**src/rtl/dpll_lock_ctrl.sv**
```systemverilog
// DPLL band-search and lock controller: settles each band, counts clk_fb edges over a window, locks or steps.
// Define DPLL_LOCK_CTRL_RELOCK_EN to keep measuring while LOCKED and restart the search after two misses.
module dpll_lock_ctrl #(
   parameter int WIN_CYC    = 1024,
   parameter int SETTLE_CYC = 256,
   parameter int TOL        = 2,
   parameter int CNT_W      = 12
) (
   input  logic             wb_clk_i,
   input  logic             wb_rst_ni,
   input  logic             start,
   input  logic             abort,
   input  logic [CNT_W-1:0] target_cnt,
   input  logic             clk_fb,
   output logic [1:0]       freq_select,
   output logic             dpll_en,
   output logic             busy,
   output logic             locked,
   output logic             fail,
   output logic [CNT_W-1:0] meas_cnt
);

   localparam int TMR_MAX = (WIN_CYC > SETTLE_CYC) ? WIN_CYC : SETTLE_CYC;
   localparam int TMR_W   = $clog2(TMR_MAX + 1);

   typedef enum logic [2:0] {S_IDLE, S_SETTLE, S_MEASURE, S_CHECK, S_LOCKED, S_FAIL} state_t;

   state_t             r_state;
   logic [1:0]         r_rst_sync;
   logic [1:0]         r_fb_sync;
   logic               r_fb_q;
   logic [TMR_W-1:0]   r_tmr;
   logic [CNT_W-1:0]   r_edge_cnt;
   logic               w_rst_n;
   logic               w_fb_rise;
   logic               w_settle_end;
   logic               w_win_end;
   logic [CNT_W-1:0]   w_edge_next;
   logic [CNT_W:0]     w_err_chk;

   function automatic logic [CNT_W:0] f_abs_diff(input logic [CNT_W-1:0] a, input logic [CNT_W-1:0] b);
      logic [CNT_W:0] ea;
      logic [CNT_W:0] eb;
      ea = {1'b0, a};
      eb = {1'b0, b};
      return (ea >= eb) ? (ea - eb) : (eb - ea);
   endfunction

   // Reset asserts asynchronously but releases two clocks after wb_rst_ni rises.
   always_ff @(posedge wb_clk_i or negedge wb_rst_ni) begin
      if (!wb_rst_ni) r_rst_sync <= 2'b00;
      else            r_rst_sync <= {r_rst_sync[0], 1'b1};
   end
   assign w_rst_n = r_rst_sync[1];

   always_ff @(posedge wb_clk_i or negedge w_rst_n) begin
      if (!w_rst_n) begin
         r_fb_sync <= 2'b00;
         r_fb_q    <= 1'b0;
      end else begin
         r_fb_sync <= {r_fb_sync[0], clk_fb};
         r_fb_q    <= r_fb_sync[1];
      end
   end

   assign w_fb_rise    = r_fb_sync[1] & ~r_fb_q;
   assign w_edge_next  = (w_fb_rise && !(&r_edge_cnt)) ? r_edge_cnt + CNT_W'(1) : r_edge_cnt;
   assign w_settle_end = (r_tmr == TMR_W'(SETTLE_CYC - 1));
   assign w_win_end    = (r_tmr == TMR_W'(WIN_CYC - 1));
   assign w_err_chk    = f_abs_diff(meas_cnt, target_cnt);

`ifdef DPLL_LOCK_CTRL_RELOCK_EN
   logic [CNT_W-1:0] r_tgt;
   logic             r_miss;
   logic [CNT_W:0]   w_err_mon;
   assign w_err_mon = f_abs_diff(w_edge_next, r_tgt);
`endif

   always_ff @(posedge wb_clk_i or negedge w_rst_n) begin
      if (!w_rst_n) begin
         r_state     <= S_IDLE;
         freq_select <= 2'd0;
         dpll_en     <= 1'b0;
         busy        <= 1'b0;
         locked      <= 1'b0;
         fail        <= 1'b0;
         meas_cnt    <= '0;
         r_tmr       <= '0;
         r_edge_cnt  <= '0;
`ifdef DPLL_LOCK_CTRL_RELOCK_EN
         r_tgt       <= '0;
         r_miss      <= 1'b0;
`endif
      end else if (abort) begin
         r_state     <= S_IDLE;
         freq_select <= 2'd0;
         dpll_en     <= 1'b0;
         busy        <= 1'b0;
         locked      <= 1'b0;
         fail        <= 1'b0;
         r_tmr       <= '0;
         r_edge_cnt  <= '0;
      end else begin
         case (r_state)
            S_IDLE, S_LOCKED, S_FAIL: begin
               if (start) begin
                  r_state     <= S_SETTLE;
                  freq_select <= 2'd0;
                  dpll_en     <= 1'b1;
                  busy        <= 1'b1;
                  locked      <= 1'b0;
                  fail        <= 1'b0;
                  r_tmr       <= '0;
               end
`ifdef DPLL_LOCK_CTRL_RELOCK_EN
               else if (r_state == S_LOCKED) begin
                  r_edge_cnt <= w_edge_next;
                  r_tmr      <= r_tmr + TMR_W'(1);
                  if (w_win_end) begin
                     r_tmr      <= '0;
                     r_edge_cnt <= '0;
                     meas_cnt   <= w_edge_next;
                     if (w_err_mon <= (CNT_W+1)'(TOL)) begin
                        r_miss <= 1'b0;
                     end else if (r_miss) begin
                        r_miss      <= 1'b0;
                        r_state     <= S_SETTLE;
                        freq_select <= 2'd0;
                        dpll_en     <= 1'b1;
                        busy        <= 1'b1;
                        locked      <= 1'b0;
                     end else begin
                        r_miss <= 1'b1;
                     end
                  end
               end
`endif
            end
            S_SETTLE: begin
               if (w_settle_end) begin
                  r_state    <= S_MEASURE;
                  r_tmr      <= '0;
                  r_edge_cnt <= '0;
               end else begin
                  r_tmr <= r_tmr + TMR_W'(1);
               end
            end
            S_MEASURE: begin
               r_edge_cnt <= w_edge_next;
               if (w_win_end) begin
                  r_state  <= S_CHECK;
                  meas_cnt <= w_edge_next;
                  r_tmr    <= '0;
               end else begin
                  r_tmr <= r_tmr + TMR_W'(1);
               end
            end
            S_CHECK: begin
               if (w_err_chk <= (CNT_W+1)'(TOL)) begin
                  r_state    <= S_LOCKED;
                  locked     <= 1'b1;
                  busy       <= 1'b0;
                  r_tmr      <= '0;
                  r_edge_cnt <= '0;
`ifdef DPLL_LOCK_CTRL_RELOCK_EN
                  r_tgt      <= target_cnt;
                  r_miss     <= 1'b0;
`endif
               end else if (freq_select != 2'd3) begin
                  r_state     <= S_SETTLE;
                  freq_select <= freq_select + 2'd1;
                  r_tmr       <= '0;
               end else begin
                  r_state <= S_FAIL;
                  fail    <= 1'b1;
                  dpll_en <= 1'b0;
                  busy    <= 1'b0;
               end
            end
            default: r_state <= S_IDLE;
         endcase
      end
   end

endmodule

```
**config.mk**
```make
export PLATFORM = sky130hd
export DESIGN_NAME = dpll_lock_ctrl
export DESIGN_NICKNAME = d
export VERILOG_FILES = /design/src/rtl/dpll_lock_ctrl.sv
export SDC_FILE = /design/constraint.sdc
export NUM_CORES = 1
export LEC_CHECK = 0
export CORE_MARGIN = 5
export CORE_UTILIZATION = 45
export CTS_BUF_LIST = sky130_fd_sc_hd__clkbuf_8
export CTS_CLUSTER_DIAMETER = 40
export DETAILED_ROUTE_END_ITERATION = 8
export SLEW_MARGIN = 20
export SYNTH_ARGS = -nofsm -noshare
export SYNTH_HDL_FRONTEND = slang
export SYNTH_SLANG_ARGS = --single-unit
```
**constraint.sdc**
```tcl
create_clock -name wb_clk_i -period 2.2 [get_ports wb_clk_i]
set_clock_uncertainty 0.2 [all_clocks]
set_input_delay 0.44 -clock wb_clk_i [delete_from_list [all_inputs] [get_ports wb_clk_i]]
set_output_delay 0.44 -clock wb_clk_i [all_outputs]
set_load 0.03 [all_outputs]
```
==> results.tsv, run 1 <==
stage	metric	value	unit
global_route	largest net degree at the start of global routing	30	
clock_tree	worst skew pair latency	0.32	ns
route	average wire per standard cell	16.3	µm
timing	fmax	0.299	GHz
setup_path	crit path launch type	flip-flop	
die	Die ar.	11900	µm²
timing	worst hold slack	0.0204	ns
die	num ports	35	
logic_synthesis	asr flop ratio synth	100	%
setup_path	WP data arrival	3.35	ns
logic_synthesis	post-synthesis sequential area ratio	27.9	%
route	WL met1	5400	µm
logic_synthesis	Synth Instances	517	
placement	placed cell area	5890	µm²
cells_and_area	Layout area overhead	54.1	%
route	DRT iter0 DRCs	236	
timing	Setup Viol. Count Final	43	
clock_tree	CTS tree	yes	
logic_synthesis	Syn Area/Cell	8.51	µm²
global_route	vias in the first global route	4635	
setup_path	Crit-path slowest cell	dfrtp_2	
setup_path	worst-path fanout max	5	
die	Die H	109	µm
route	met3 wire len	384	µm
outcome	failing checks	setup timing	
logic_synthesis	Syn. warnings	0	
min_path	Hold WC Path Type	flip-flop to asynchronous set/reset pin	
setup_path	R2R depth	14	
global_route	first-pass GRT wire length	21900	µm
cells_and_area	fin area	6780	µm²
power_and_ir_drop	Flop pwr share	37.2	%
power_and_ir_drop	Worst VDD drop	0.000450	V
setup_path	Crit path depth	14	
logic_synthesis	Post-synth EDFFs	0	
setup_path	kind of cell adding the most delay to the critical path	compound AO/OA/AOI/OAI gates	
setup_path	WP data required	2.20	ns
timing	final hold vios	0	
timing	Tcrit/Tclk final	152	%
power_and_ir_drop	Sw Pwr	0.903	mW
timing	post-layout min period	3.35	ns
power_and_ir_drop	sw frac	34.7	%
setup_path	crit path capture type	flip-flop	
placement	PortBufs	34	
cells_and_area	Post-layout nets	742	
die	Row Count	36	
route	met2 wire len	7230	µm
setup_path	CP peak stage delay	0.42	ns
timing	RSZ-0062 raised after global routing	yes	
clock_tree	clock sink total	49	
route	vias	4532	
route	drt first pass iters	5	
power_and_ir_drop	Final Total Pwr	2.60	mW
route	Max Used Layer	met4	
job	max-cap violations	0	
route	Residual DRC	0	
setup_path	critical path cell sequence	ha_4, inv_2, fa_2, a211oi_4, buf_6, nor3_4, nor2_2, mux2_4, nor3_4, a31oi_4, o41ai_4, buf_4, clkbuf_16, o21ai_2	
setup_path	Crit path top cell by count	nor3_4	
clock_tree	# hold bufs at CTS	0	
logic_synthesis	Synth Register Bits	49	
power_and_ir_drop	P_leak	3.06	nW
setup_path	crit path buf inv count	4	
clock_tree	Root Buffer	clkbuf_8	
timing	setup ws final	-1.15	ns
clock_tree	maximum buffer depth of the clock tree	2	
die	core area	9640	µm²
logic_synthesis	ys flop type	dfrtp_1	
timing	Pins Over Slew Limit	0	
clock_tree	CTS Buf Count	5	
global_route	total track usage	23.2	%
logic_synthesis	cell area after synthesis	4400	µm²
route	ANT nets after route	0	
logic_synthesis	Netlist cell types	88	
clock_tree	Max H-tree Level	2	
global_route	Remaining Overflow, GRT	0	
route	DRT Wirelength	13500	µm
logic_synthesis	syn_nets	563	
clock_tree	Clk pin slew, worst setup/hold paths	0.10	ns
placement	GPL Wtd Cong	0.973	
power_and_ir_drop	Clock Power Share	20.3	%
die	initial cell density of the core	45.6	%
cells_and_area	diode count	0	
route	vias per inst	5.46	
power_and_ir_drop	Pwr Density	384	nW/µm²
cells_and_area	layout cells sized above 1	44.5	%
die	Die W	109	µm
power_and_ir_drop	P_int	1.70	mW
placement	HPWL Detailed	9780	µm
setup_path	Setup CP Type	flip-flop to flip-flop	
global_route	initial antenna violation count	0	
outcome	run status	finished, violations left	
power_and_ir_drop	Comb power frac	42.5	%
==> cells by family (layout without fill, tap and decap cells) <==
| kind of cell | count (synthesis) | after routing | share of synthesized area, % |
|---|---|---|---|
| and+or+nand+nor | 179 | 179 | 20.9 |
| AOI/OAI and AO/OA | 162 | 162 | 30.0 |
| buffers and inverters | 71 | 251 | 6.86 |
| DFF | 49 | 49 | 27.9 |
| adders and majority gates | 29 | 29 | 8.59 |
| xor gates and xnor gates | 18 | 18 | 3.58 |
| muxes | 8 | 8 | 2.08 |
| other | 1 | 1 | 0.0853 |
==> stage by stage <==
stage,util (%),TNS [ns],instances,setup slack [ns]
final,70.3,-33.59,830,-1.15
after detailed placement,61.1,-54.95,790,-1.69
after global placement,61.1,-53.70,790,-1.63
after CTS,68.0,-33.94,821,-1.22
after global routing,70.3,-38.53,830,-1.28
after floorplan,-,-29.03,517,-0.991
==> worst reg2reg max path, delay by kind of cell (launching register included) <==
family | cells | cell delay [ns]
multiplexers | 1 | 0.33
buffers and inverters | 4 | 0.50
adder cells (fa/ha/maj) | 2 | 0.53
flip-flops | 1 | 0.42
AO/OA/AOI/OAI | 4 | 0.77
AND/OR/NAND/NOR | 3 | 0.49
==> repair_timing <==
action	4_1_cts	5_1_grt
pin swaps	34	26
cloned	4	0
buffers inserted	22	12
resized for setup	95	51
endpoints found under the setup margin	43	46
==> cells in the mapped netlist (5+ instances only) <==
| library cell | n | area [µm²] |
|---|---|---|
| a41oi_1 | 7 | 61.3 |
| nor2_1 | 30 | 113 |
| a21o_1 | 6 | 45.0 |
| o21a_1 | 6 | 45.0 |
| and3_1 | 11 | 68.8 |
| o21ai_2 | 10 | 87.6 |
| dfrtp_1 | 49 | 1230 |
| a21oi_1 | 34 | 170 |
| xor2_1 | 11 | 96.3 |
| a31oi_4 | 5 | 106 |
| clkbuf_1 | 12 | 45.0 |
| or3_1 | 5 | 31.3 |
| xnor2_1 | 7 | 61.3 |
| buf_2 | 10 | 50.1 |
| ha_1 | 27 | 338 |
| nand2_1 | 56 | 210 |
| nand4_1 | 8 | 50.1 |
| nand2b_1 | 9 | 56.3 |
| nand3_1 | 11 | 55.1 |
| nor2b_1 | 8 | 50.1 |
| inv_1 | 42 | 158 |
| o21ai_0 | 30 | 150 |
| nor3_1 | 17 | 85.1 |
==> final timing paths <==
check                              start             to  slack (ns)
min in group wb_clk_i       r_fb_sync[0]   r_fb_sync[1]        0.16
max in group asynchronous  r_rst_sync[1]    meas_cnt[6]        1.24
min reg2reg                r_rst_sync[1]     r_state[0]        0.02
max reg2reg                  meas_cnt[0]  r_edge_cnt[5]       -1.15
max                          meas_cnt[0]  r_edge_cnt[5]       -1.15
min                        r_rst_sync[1]     r_state[0]        0.02
==> registers in the layout (all words and copies together) (netlist names), 2 cells and up <==
signal	flops
meas_cnt	12
r_edge_cnt	12
r_tmr	11
r_state	3
freq_select	2
r_fb_sync	2
r_rst_sync	2
==> area by class of cell <==
cell class                 instances  area, µm²
multi-input combinational        397       3380
fill                             753       2860
timing repair buffer             198       1740
sequential                        49       1240
inverter                          45        169
tap                              133        166
clock buffer                       5       68.8
clock inverter                     3       13.8
==> power groups by stage <==
stage	clock network (mW)	logic [mW]	registers (mW)
final	0.529	1.11	0.968
after global routing	0.585	1.19	0.974
after global placement	0	0.896	0.979
after CTS	0.545	1.03	0.968
after floorplan	0	0.486	1.02
after detailed placement	0	0.912	0.982
==> cells in the final DEF, fill, tap and decap left out, drive strengths merged, types with 4 or more instances in the layout <==
cell and n:
o211ai 4, mux2i 5, nand3 12, nand2b 9, nor4 4, nand2 56, buf 162, a31oi 10
clkdlybuf4s50 18, or4 4, o21a 6, a211oi 4, and3 11, and2 4, xnor2 7, a41oi 7
o21ai 42, a21oi 36, dlymetal6s2s 8, or3 5, o221ai 4, nor2b 9, nor3 18, inv 45
clkbuf 7, nand4 8, nor2 30, dfrtp 49, dlygate4sd2 7, a21o 6, xor2 11, ha 27
==> layer usage <==
layer,GRT usage [%],vias to the layer above
li1,-,2228
met1,26.8,2189
met2,42.5,83
met3,2.72,32
met4,10.4,0
met5,0,-
(Power assumes the default switching activity.)
==> inputs of run 2 (changes only) <==
Settings changed: CORE_UTILIZATION 45 to 50, PLACE_DENSITY from default to 0.7.
==> results.tsv, run 2 (synthesis results as in run 1) <==
stage	metric	value	unit	change
clock_tree	maximum buffer depth of the clock tree	2		unchanged
clock_tree	Root Buffer	clkbuf_8		
die	initial cell density of the core	50.9	%	+5.3 points
die	Die W	104	µm	-4.7%
die	core area	8640	µm²	-10%
cells_and_area	Layout area overhead	52.6	%	
timing	RSZ-0062 raised after global routing	yes		
cells_and_area	diode count	0		unchanged
power_and_ir_drop	P_leak	3.02	nW	-1.2%
clock_tree	Clk pin slew, worst setup/hold paths	0.09	ns	about the same
route	vias per inst	5.87		+7.5%
route	ANT nets after route	0		unchanged
timing	setup ws final	-1.16	ns	-0.0167 ns
cells_and_area	non-filler cells, final	806		-2.9%
placement	pre-CTS WS	-1.69	ns	-0.000430 ns
clock_tree	CTS tree	yes		
timing	Setup Viol. Count Final	43		unchanged
setup_path	Setup CP Type	flip-flop to flip-flop		
power_and_ir_drop	Clock Power Share	20.0	%	-0.3 points
route	Residual DRC	0		unchanged
timing	final hold vios	0		unchanged
power_and_ir_drop	Flop pwr share	37.1	%	about the same
global_route	GRT met1 Usage	30.0	%	+3.2 points
cells_and_area	FF+latch area	1240	µm²	unchanged
power_and_ir_drop	sw frac	34.6	%	-0.067 points
clock_tree	clock sink total	49		unchanged
cells_and_area	Post-layout nets	743		+0.13%
timing	post-layout min period	3.36	ns	+0.0167 ns
placement	HPWL Detailed	9790	µm	+0.17%
setup_path	WP data arrival	3.35	ns	about the same
cells_and_area	# fillers	579		-23%
global_route	GRT busiest layer	met2		
setup_path	WP data required	2.19	ns	about the same
placement	GPL Wtd Cong	0.908		-6.7%
cells_and_area	layout cells sized above 1	44.1	%	-0.35 points
job	max-cap violations	0		unchanged
die	Die ar.	10800	µm²	-9.1%
timing	TNS Setup	-34.00	ns	-0.413 ns
global_route	largest net degree at the start of global routing	19		-37%
clock_tree	Max H-tree Level	2		unchanged
global_route	met3 layer usage reported by global route	3.54	%	+0.82 points
global_route	first-pass GRT wire length	24000	µm	+9.8%
setup_path	worst-path fanout max	5		unchanged
global_route	Remaining Overflow, GRT	0		unchanged
route	drt first pass iters	4		-1
setup_path	crit path launch type	flip-flop		
setup_path	crit path capture type	flip-flop		
timing	Pins Over Slew Limit	0		unchanged
timing	Max-slew headroom	62.5	%	
placement	PortBufs	34		unchanged
cells_and_area	Top Registers	meas_cnt: 12 flops, r_edge_cnt: 12 flops, r_tmr: 11 flops		
cells_and_area	leading cell type in the layout, fill and taps excluded	buf_4		
cells_and_area	area of the multi-input gates	3360	µm²	-0.52%
route	average wire per standard cell	17.7	µm	+8.8%
placement	placed cells	767		-2.9%
clock_tree	CTS Buf Count	5		unchanged
global_route	vias in the first global route	4968		+7.2%
global_route	met2 Use GR	48.8	%	+6.4 points
timing	Tcrit/Tclk final	153	%	+0.76 points
cells_and_area	most frequent cells in the layout	149 x buf_4, 44 x nand2_1, 39 x dfrtp_1, 31 x inv_1, 29 x a21oi_1		
placement	placed cell area	5860	µm²	-0.49%
clock_tree	worst skew pair latency	0.31	ns	about the same
power_and_ir_drop	Worst VDD drop	0.000321	V	-29%
power_and_ir_drop	Pwr Density	387	nW/µm²	+0.56%
outcome	run status	finished, violations left		
power_and_ir_drop	P_int	1.70	mW	-0.30%
die	num ports	35		unchanged
global_route	initial antenna violation count	0		unchanged
cells_and_area	fin area	6710	µm²	-0.96%
power_and_ir_drop	Sw Pwr	0.898	mW	-0.59%
min_path	Hold WC Path Type	flip-flop to asynchronous set/reset pin		
route	DRT iter0 DRCs	214		-9.3%
global_route	total track usage	26.4	%	+3.2 points
timing	fmax	0.297	GHz	-0.50%
outcome	failing checks	setup timing		
die	Row Count	34		-5.6%
die	Die H	104	µm	-4.7%
route	DRT Wirelength	14300	µm	+5.6%
power_and_ir_drop	Comb power frac	42.9	%	+0.4 points
timing	Worst Tran Pin Value	0.561	ns	
route	vias	4730		+4.4%
## run 2: power by group through the flow
stage                     combinational (mW)  sequential (mW)  clock (mW)
after floorplan                        0.486             1.02           0
after global placement                 0.898            0.977           0
after detailed placement               0.911            0.978           0
after CTS                               1.07            0.961       0.526
after global routing                    1.19            0.966       0.576
final                                   1.11            0.962       0.520
## run 2: what timing repair did
item / CTS / global route
pin swaps: 54 / 10
gates cloned: 5 / 0
buffers inserted: 25 / 1
endpoints found under the setup margin: 44 / 46
hold endpoints to repair: 12 / 0
hold buffers: 1 / 0
resized for setup: 120 / 19
## run 2: worst paths after layout
kind / start / to / slack, ns / cells after the start
setup reg to reg: meas_cnt[0] / r_edge_cnt[0] / -1.16 / 14
hold reg to reg: r_rst_sync[1] / r_edge_cnt[10] / 0.04 / 1
min in group wb_clk_i: r_fb_sync[0] / r_fb_sync[1] / 0.16 / 0
hold / removal: r_rst_sync[1] / r_edge_cnt[10] / 0.04 / 1
setup / recovery: meas_cnt[0] / r_edge_cnt[0] / -1.16 / 14
max in group asynchronous: r_rst_sync[1] / meas_cnt[4] / 0.79 / 1
## run 2: worst max-delay path: stages, from the launching register on
cell and delay (ns):
dfrtp_2 0.46, inv_2 0.08, ha_4 0.13, inv_2 0.04
fa_2 0.36, buf_4 0.15, xor2_1 0.14, a221o_1 0.30
a2111oi_4 0.21, o31ai_1 0.15, mux2_4 0.33, o41ai_4 0.33
buf_4 0.18, clkbuf_16 0.14, a21oi_2 0.05
## run 2: per-stage QoR
step / util, % / total power [mW] / hold slack (ns)
floorplan: - / 1.51 / -0.0556
detailed placement: 67.9 / 1.89 / -0.0359
finish: 77.7 / 2.59 / 0.0367
global route: 77.7 / 2.73 / 0.0744
global placement: 67.9 / 1.88 / -0.0441
CTS: 77.1 / 2.56 / 0.0633
## run 2: final cells by class
cell class                      count  share of cell area, %
Clock buffer                        5                   1.03
Clock inverter                      3                  0.224
Inverter                           45                   2.52
Multi-Input combinational cell    397                   50.1
Sequential cell                    49                   18.5
Tap cell                          108                   2.01
Timing Repair Buffer              199                   25.7
## run 2: per-layer routing
layer | wire length (µm) | part of all wire (%) | up-vias
li1 | - | - | 2242
met1 | 5640 | 39 | 2323
met2 | 7620 | 53 | 118
met3 | 450 | 3.1 | 47
met4 | 585 | 4.1 | 0
met5 | 0 | 0 | -
==> inputs of run 3 (changes only) <==
Settings changed: CORE_UTILIZATION 50 to 61, PLACE_DENSITY 0.7 to 0.83.
==> results.tsv, run 3 <==
stage	metric	value	unit	change
outcome	run status	did not finish		
outcome	Stopped at	global routing (5_1_grt)		
outcome	stop err	[ERROR GRT-0232] Routing congestion too high. Check the congestion heatmap in the GUI.		
die	num ports	35		unchanged
logic_synthesis	Synth Register Bits	49		unchanged
logic_synthesis	cell area after synthesis	4400	µm²	unchanged
die	Die W	94.9	µm	-8.6%
clock_tree	clock sink total	49		unchanged
timing	worst_ep grt	r_edge_cnt[4]$_DFFE_PN0P_/D		
placement	GPL Wtd Cong	0.960		+5.7%
logic_synthesis	Syn. warnings	0		unchanged
global_route	Remaining Overflow, GRT	9		
logic_synthesis	Synth Instances	517		unchanged
die	Die H	94.9	µm	-8.6%
logic_synthesis	share of the synthesized area in the top cell type	27.9	%	unchanged
placement	PortBufs	34		unchanged
logic_synthesis	asr flop ratio synth	100	%	unchanged
clock_tree	maximum buffer depth of the clock tree	2		unchanged
clock_tree	Root Buffer	clkbuf_8		
logic_synthesis	most frequent cells after synthesis	56 x nand2_1, 49 x dfrtp_1, 42 x inv_1		
global_route	largest net degree at the start of global routing	36		
logic_synthesis	area leader, netlist	dfrtp_1		
global_route	total track usage	64.3	%	
placement	HPWL Detailed	10100	µm	+2.7%
logic_synthesis	ys flop type	dfrtp_1		
timing	worst ep type	register data pin		
logic_synthesis	syn_nets	563		unchanged
clock_tree	CTS Buf Count	5		unchanged
logic_synthesis	post-synthesis sequential area ratio	27.9	%	unchanged
logic_synthesis	most frequent cell after synthesis	nand2_1		
clock_tree	Max H-tree Level	2		unchanged
die	Row Count	31		-8.8%
die	initial cell density of the core	61.6	%	+11 points
logic_synthesis	Post-synth EDFFs	0		unchanged
logic_synthesis	Syn Area/Cell	8.51	µm²	unchanged
logic_synthesis	ranking of synthesized cells by area	dfrtp_1 28%, ha_1 7.7%, nand2_1 4.8%, a21oi_1 3.9%, inv_1 3.6%		
logic_synthesis	Netlist cell types	88		unchanged
-- run 3: timing repair --
| action | CTS |
|---|---|
| setup endpoints to repair | 43 |
| gates resized for setup | 107 |
| setup buffers | 21 |
| hold buffers | 0 |
| cloned | 2 |
| pin swaps | 33 |
-- run 3: per-layer routing --
layer	GRT overflow	GRT usage [%]
met1	0	65.6
met2	7	83.3
met3	0	45.0
met4	2	61.8
met5	0	13.7
-- run 3: kinds of logic after synthesis --
kind of cell	count (synthesis)	synth area share [%]
buffers and inverters	71	6.86
DFF	49	27.9
adders and majority gates	29	8.59
other	1	0.0853
xor gates and xnor gates	18	3.58
AOI/OAI and AO/OA	162	30.0
and+or+nand+nor	179	20.9
muxes	8	2.08
-- run 3: per-stage QoR --
stage               std cells  TNS, ns  setup WS (ns)  hold slack, ns  area (µm²)
floorplan                 517   -29.03         -0.991         -0.0556        4510
global placement          758   -51.43          -1.56           0.144        5850
detailed placement        758   -53.55          -1.63           0.141        5850
CTS                       789   -32.50          -1.06          0.0772        6520
==> inputs of run 4 (changes only) <==
Settings changed: CORE_UTILIZATION 61 to 40, CTS_BUF_LIST sky130_fd_sc_hd__clkbuf_8 to default, CTS_CLUSTER_DIAMETER 40 to default, PLACE_DENSITY 0.83 to default, PLACE_DENSITY_LB_ADDON from default to 0.15.
==> results.tsv, run 4 (synthesis results as in run 1) <==
stage	metric	value	unit	change
outcome	run status	finished, violations left		
outcome	failing checks	setup timing		
route	met3 wire len	580	µm	
global_route	first-pass GRT wire length	23100	µm	
cells_and_area	diode count	0		
cells_and_area	Layout area overhead	52.6	%	
cells_and_area	layout cells sized above 1	44.0	%	
power_and_ir_drop	Pwr Density	386	nW/µm²	
route	Max Used Layer	met4		
cells_and_area	non-filler cells, final	829		
cells_and_area	FF+latch area	1240	µm²	
cells_and_area	# fillers	922		
die	Die ar.	13200	µm²	
global_route	Remaining Overflow, GRT	0		
power_and_ir_drop	Worst VDD drop	0.000502	V	
setup_path	Setup CP Type	flip-flop to flip-flop		
die	num ports	35		unchanged
timing	Pins Over Slew Limit	0		
clock_tree	worst skew pair latency	0.30	ns	
route	average wire per standard cell	16.9	µm	
clock_tree	Root Buffer	clkbuf_8		
timing	Worst Tran Pin Value	0.590	ns	
route	vias	4602		
setup_path	crit path launch type	flip-flop		
global_route	vias in the first global route	4670		
power_and_ir_drop	Comb power frac	42.7	%	
die	Die W	115	µm	+21%
timing	RSZ-0062 raised after global routing	yes		
timing	worst hold slack	0.00412	ns	
power_and_ir_drop	P_leak	3.01	nW	
setup_path	Crit-path slowest cell	dfrtp_2		
clock_tree	Max H-tree Level	2		unchanged
placement	HPWL Detailed	10100	µm	+0.85%
route	vias per inst	5.55		
setup_path	WP data required	2.18	ns	
die	Die H	115	µm	+21%
clock_tree	Clk pin slew, worst setup/hold paths	0.09	ns	
route	DRT Wirelength	14000	µm	
clock_tree	clock sink total	49		unchanged
die	Row Count	38		+23%
setup_path	WP data arrival	3.24	ns	
clock_tree	maximum buffer depth of the clock tree	2		unchanged
setup_path	kind of cell adding the most delay to the critical path	compound AO/OA/AOI/OAI gates		
setup_path	internal reg-to-reg setup slack	-1.06	ns	
clock_tree	CTS Buf Count	5		unchanged
timing	Tcrit/Tclk final	148	%	
power_and_ir_drop	Flop pwr share	37.3	%	
setup_path	worst-path fanout max	11		
timing	fmax	0.307	GHz	
power_and_ir_drop	Clock Power Share	20.0	%	
cells_and_area	most frequent cells in the layout	143 x buf_4, 44 x nand2_1, 39 x dfrtp_1, 31 x inv_1, 28 x a21oi_1		
die	core area	10800	µm²	
route	met2 wire len	7290	µm	
route	DRT iter0 DRCs	341		
placement	PortBufs	34		unchanged
setup_path	crit path buf inv count	3		
placement	GPL Wtd Cong	0.947		-1.3%
power_and_ir_drop	sw frac	34.6	%	
setup_path	critical path cell sequence	inv_2, ha_4, inv_2, fa_2, nand3_4, nand2_1, a221o_1, a2111oi_4, o31ai_2, mux2_4, o41ai_4, buf_12, o311ai_1		
cells_and_area	leading cell type in the layout, fill and taps excluded	buf_4		
timing	Setup Viol. Count Final	43		
power_and_ir_drop	Sw Pwr	0.895	mW	
cells_and_area	area of the multi-input gates	3400	µm²	
clock_tree	CTS tree	yes		
power_and_ir_drop	P_int	1.70	mW	
setup_path	crit path capture type	flip-flop		
timing	Max-slew headroom	60.2	%	
cells_and_area	Top Registers	meas_cnt: 12 flops, r_edge_cnt: 12 flops, r_tmr: 11 flops		
setup_path	CP peak stage delay	0.45	ns	
setup_path	R2R Path Start	meas_cnt[0]		
setup_path	Crit path depth	13		
min_path	Hold WC Path Type	flip-flop to asynchronous set/reset pin		
route	drt first pass iters	7		
setup_path	Crit path top cell by count	inv_2		
clock_tree	# hold bufs at CTS	0		unchanged
timing	setup ws final	-1.06	ns	
global_route	total track usage	21.5	%	
timing	post-layout min period	3.26	ns	
route	WL met1	5850	µm	
placement	placed cells	796		+5.0%
timing	final hold vios	0		
setup_path	R2R depth	13		
route	ANT nets after route	0		
global_route	largest net degree at the start of global routing	32		
global_route	initial antenna violation count	0		
setup_path	reg2reg end	r_edge_cnt[4]		
die	initial cell density of the core	40.7	%	-21 points
cells_and_area	Post-layout nets	734		
route	Residual DRC	0		
job	max-cap violations	0		
==> run 4: layout make-up <==
cell class	count	area share [%]
Sequential cell	49	18.5
Clock buffer	6	1.08
Clock inverter	2	0.149
Timing Repair Buffer	190	24.5
Tap cell	140	2.61
Multi-Input combinational cell	397	50.7
Inverter	45	2.52
==> run 4: layer usage <==
metal	vias to the layer above	GRT usage [%]
li1	2220	-
met1	2219	27.4
met2	138	38.4
met3	25	1.89
met4	0	6.81
met5	-	0
==> run 4: metrics by stage <==
step | TNS, ns | worst slack [ns] | power (mW) | utilization (%) | area (µm²)
global placement | -52.94 | -1.61 | 1.89 | 54.7 | 5910
global route | -35.56 | -1.14 | 2.73 | 62.2 | 6710
floorplan | -29.03 | -0.991 | 1.51 | - | 4510
detailed placement | -54.74 | -1.67 | 1.90 | 54.7 | 5910
CTS | -29.94 | -1.07 | 2.57 | 60.4 | 6520
finish | -31.73 | -1.06 | 2.59 | 62.2 | 6710
==> run 4: what timing repair did <==
item | CTS | global route
buffers inserted | 19 | 6
endpoints found under the setup margin | 43 | 50
cloned | 2 | 1
pin swaps | 34 | 26
gates resized for setup | 93 | 54
==> run 4: how the worst max path moves through the flow <==
stage,startpoint,to
2_1_floorplan,meas_cnt[0],r_edge_cnt[9]
3_3_place_gp,target_cnt[0],r_edge_cnt[4]
3_5_place_dp,target_cnt[0],r_edge_cnt[4]
4_1_cts,meas_cnt[0],freq_select[0]
5_1_grt,meas_cnt[0],freq_select[0]
6_report,meas_cnt[0],r_edge_cnt[4]
==> run 4: worst register-to-register path, stage by stage, from the launching register on <==
cell       delay, ns
dfrtp_2         0.45
inv_2           0.08
ha_4            0.15
inv_2           0.04
fa_2            0.38
nand3_4         0.11
nand2_1         0.06
a221o_1         0.35
a2111oi_4       0.23
o31ai_2         0.14
mux2_4          0.32
o41ai_4         0.34
buf_12          0.19
o311ai_1        0.09
==> run 4: power by group through the flow <==
stage	clock network [mW]	logic, mW	registers (mW)
3_3_place_gp	0	0.910	0.979
3_5_place_dp	0	0.924	0.981
2_1_floorplan	0	0.486	1.02
5_1_grt	0.572	1.19	0.973
4_1_cts	0.543	1.06	0.968
6_report	0.517	1.11	0.967
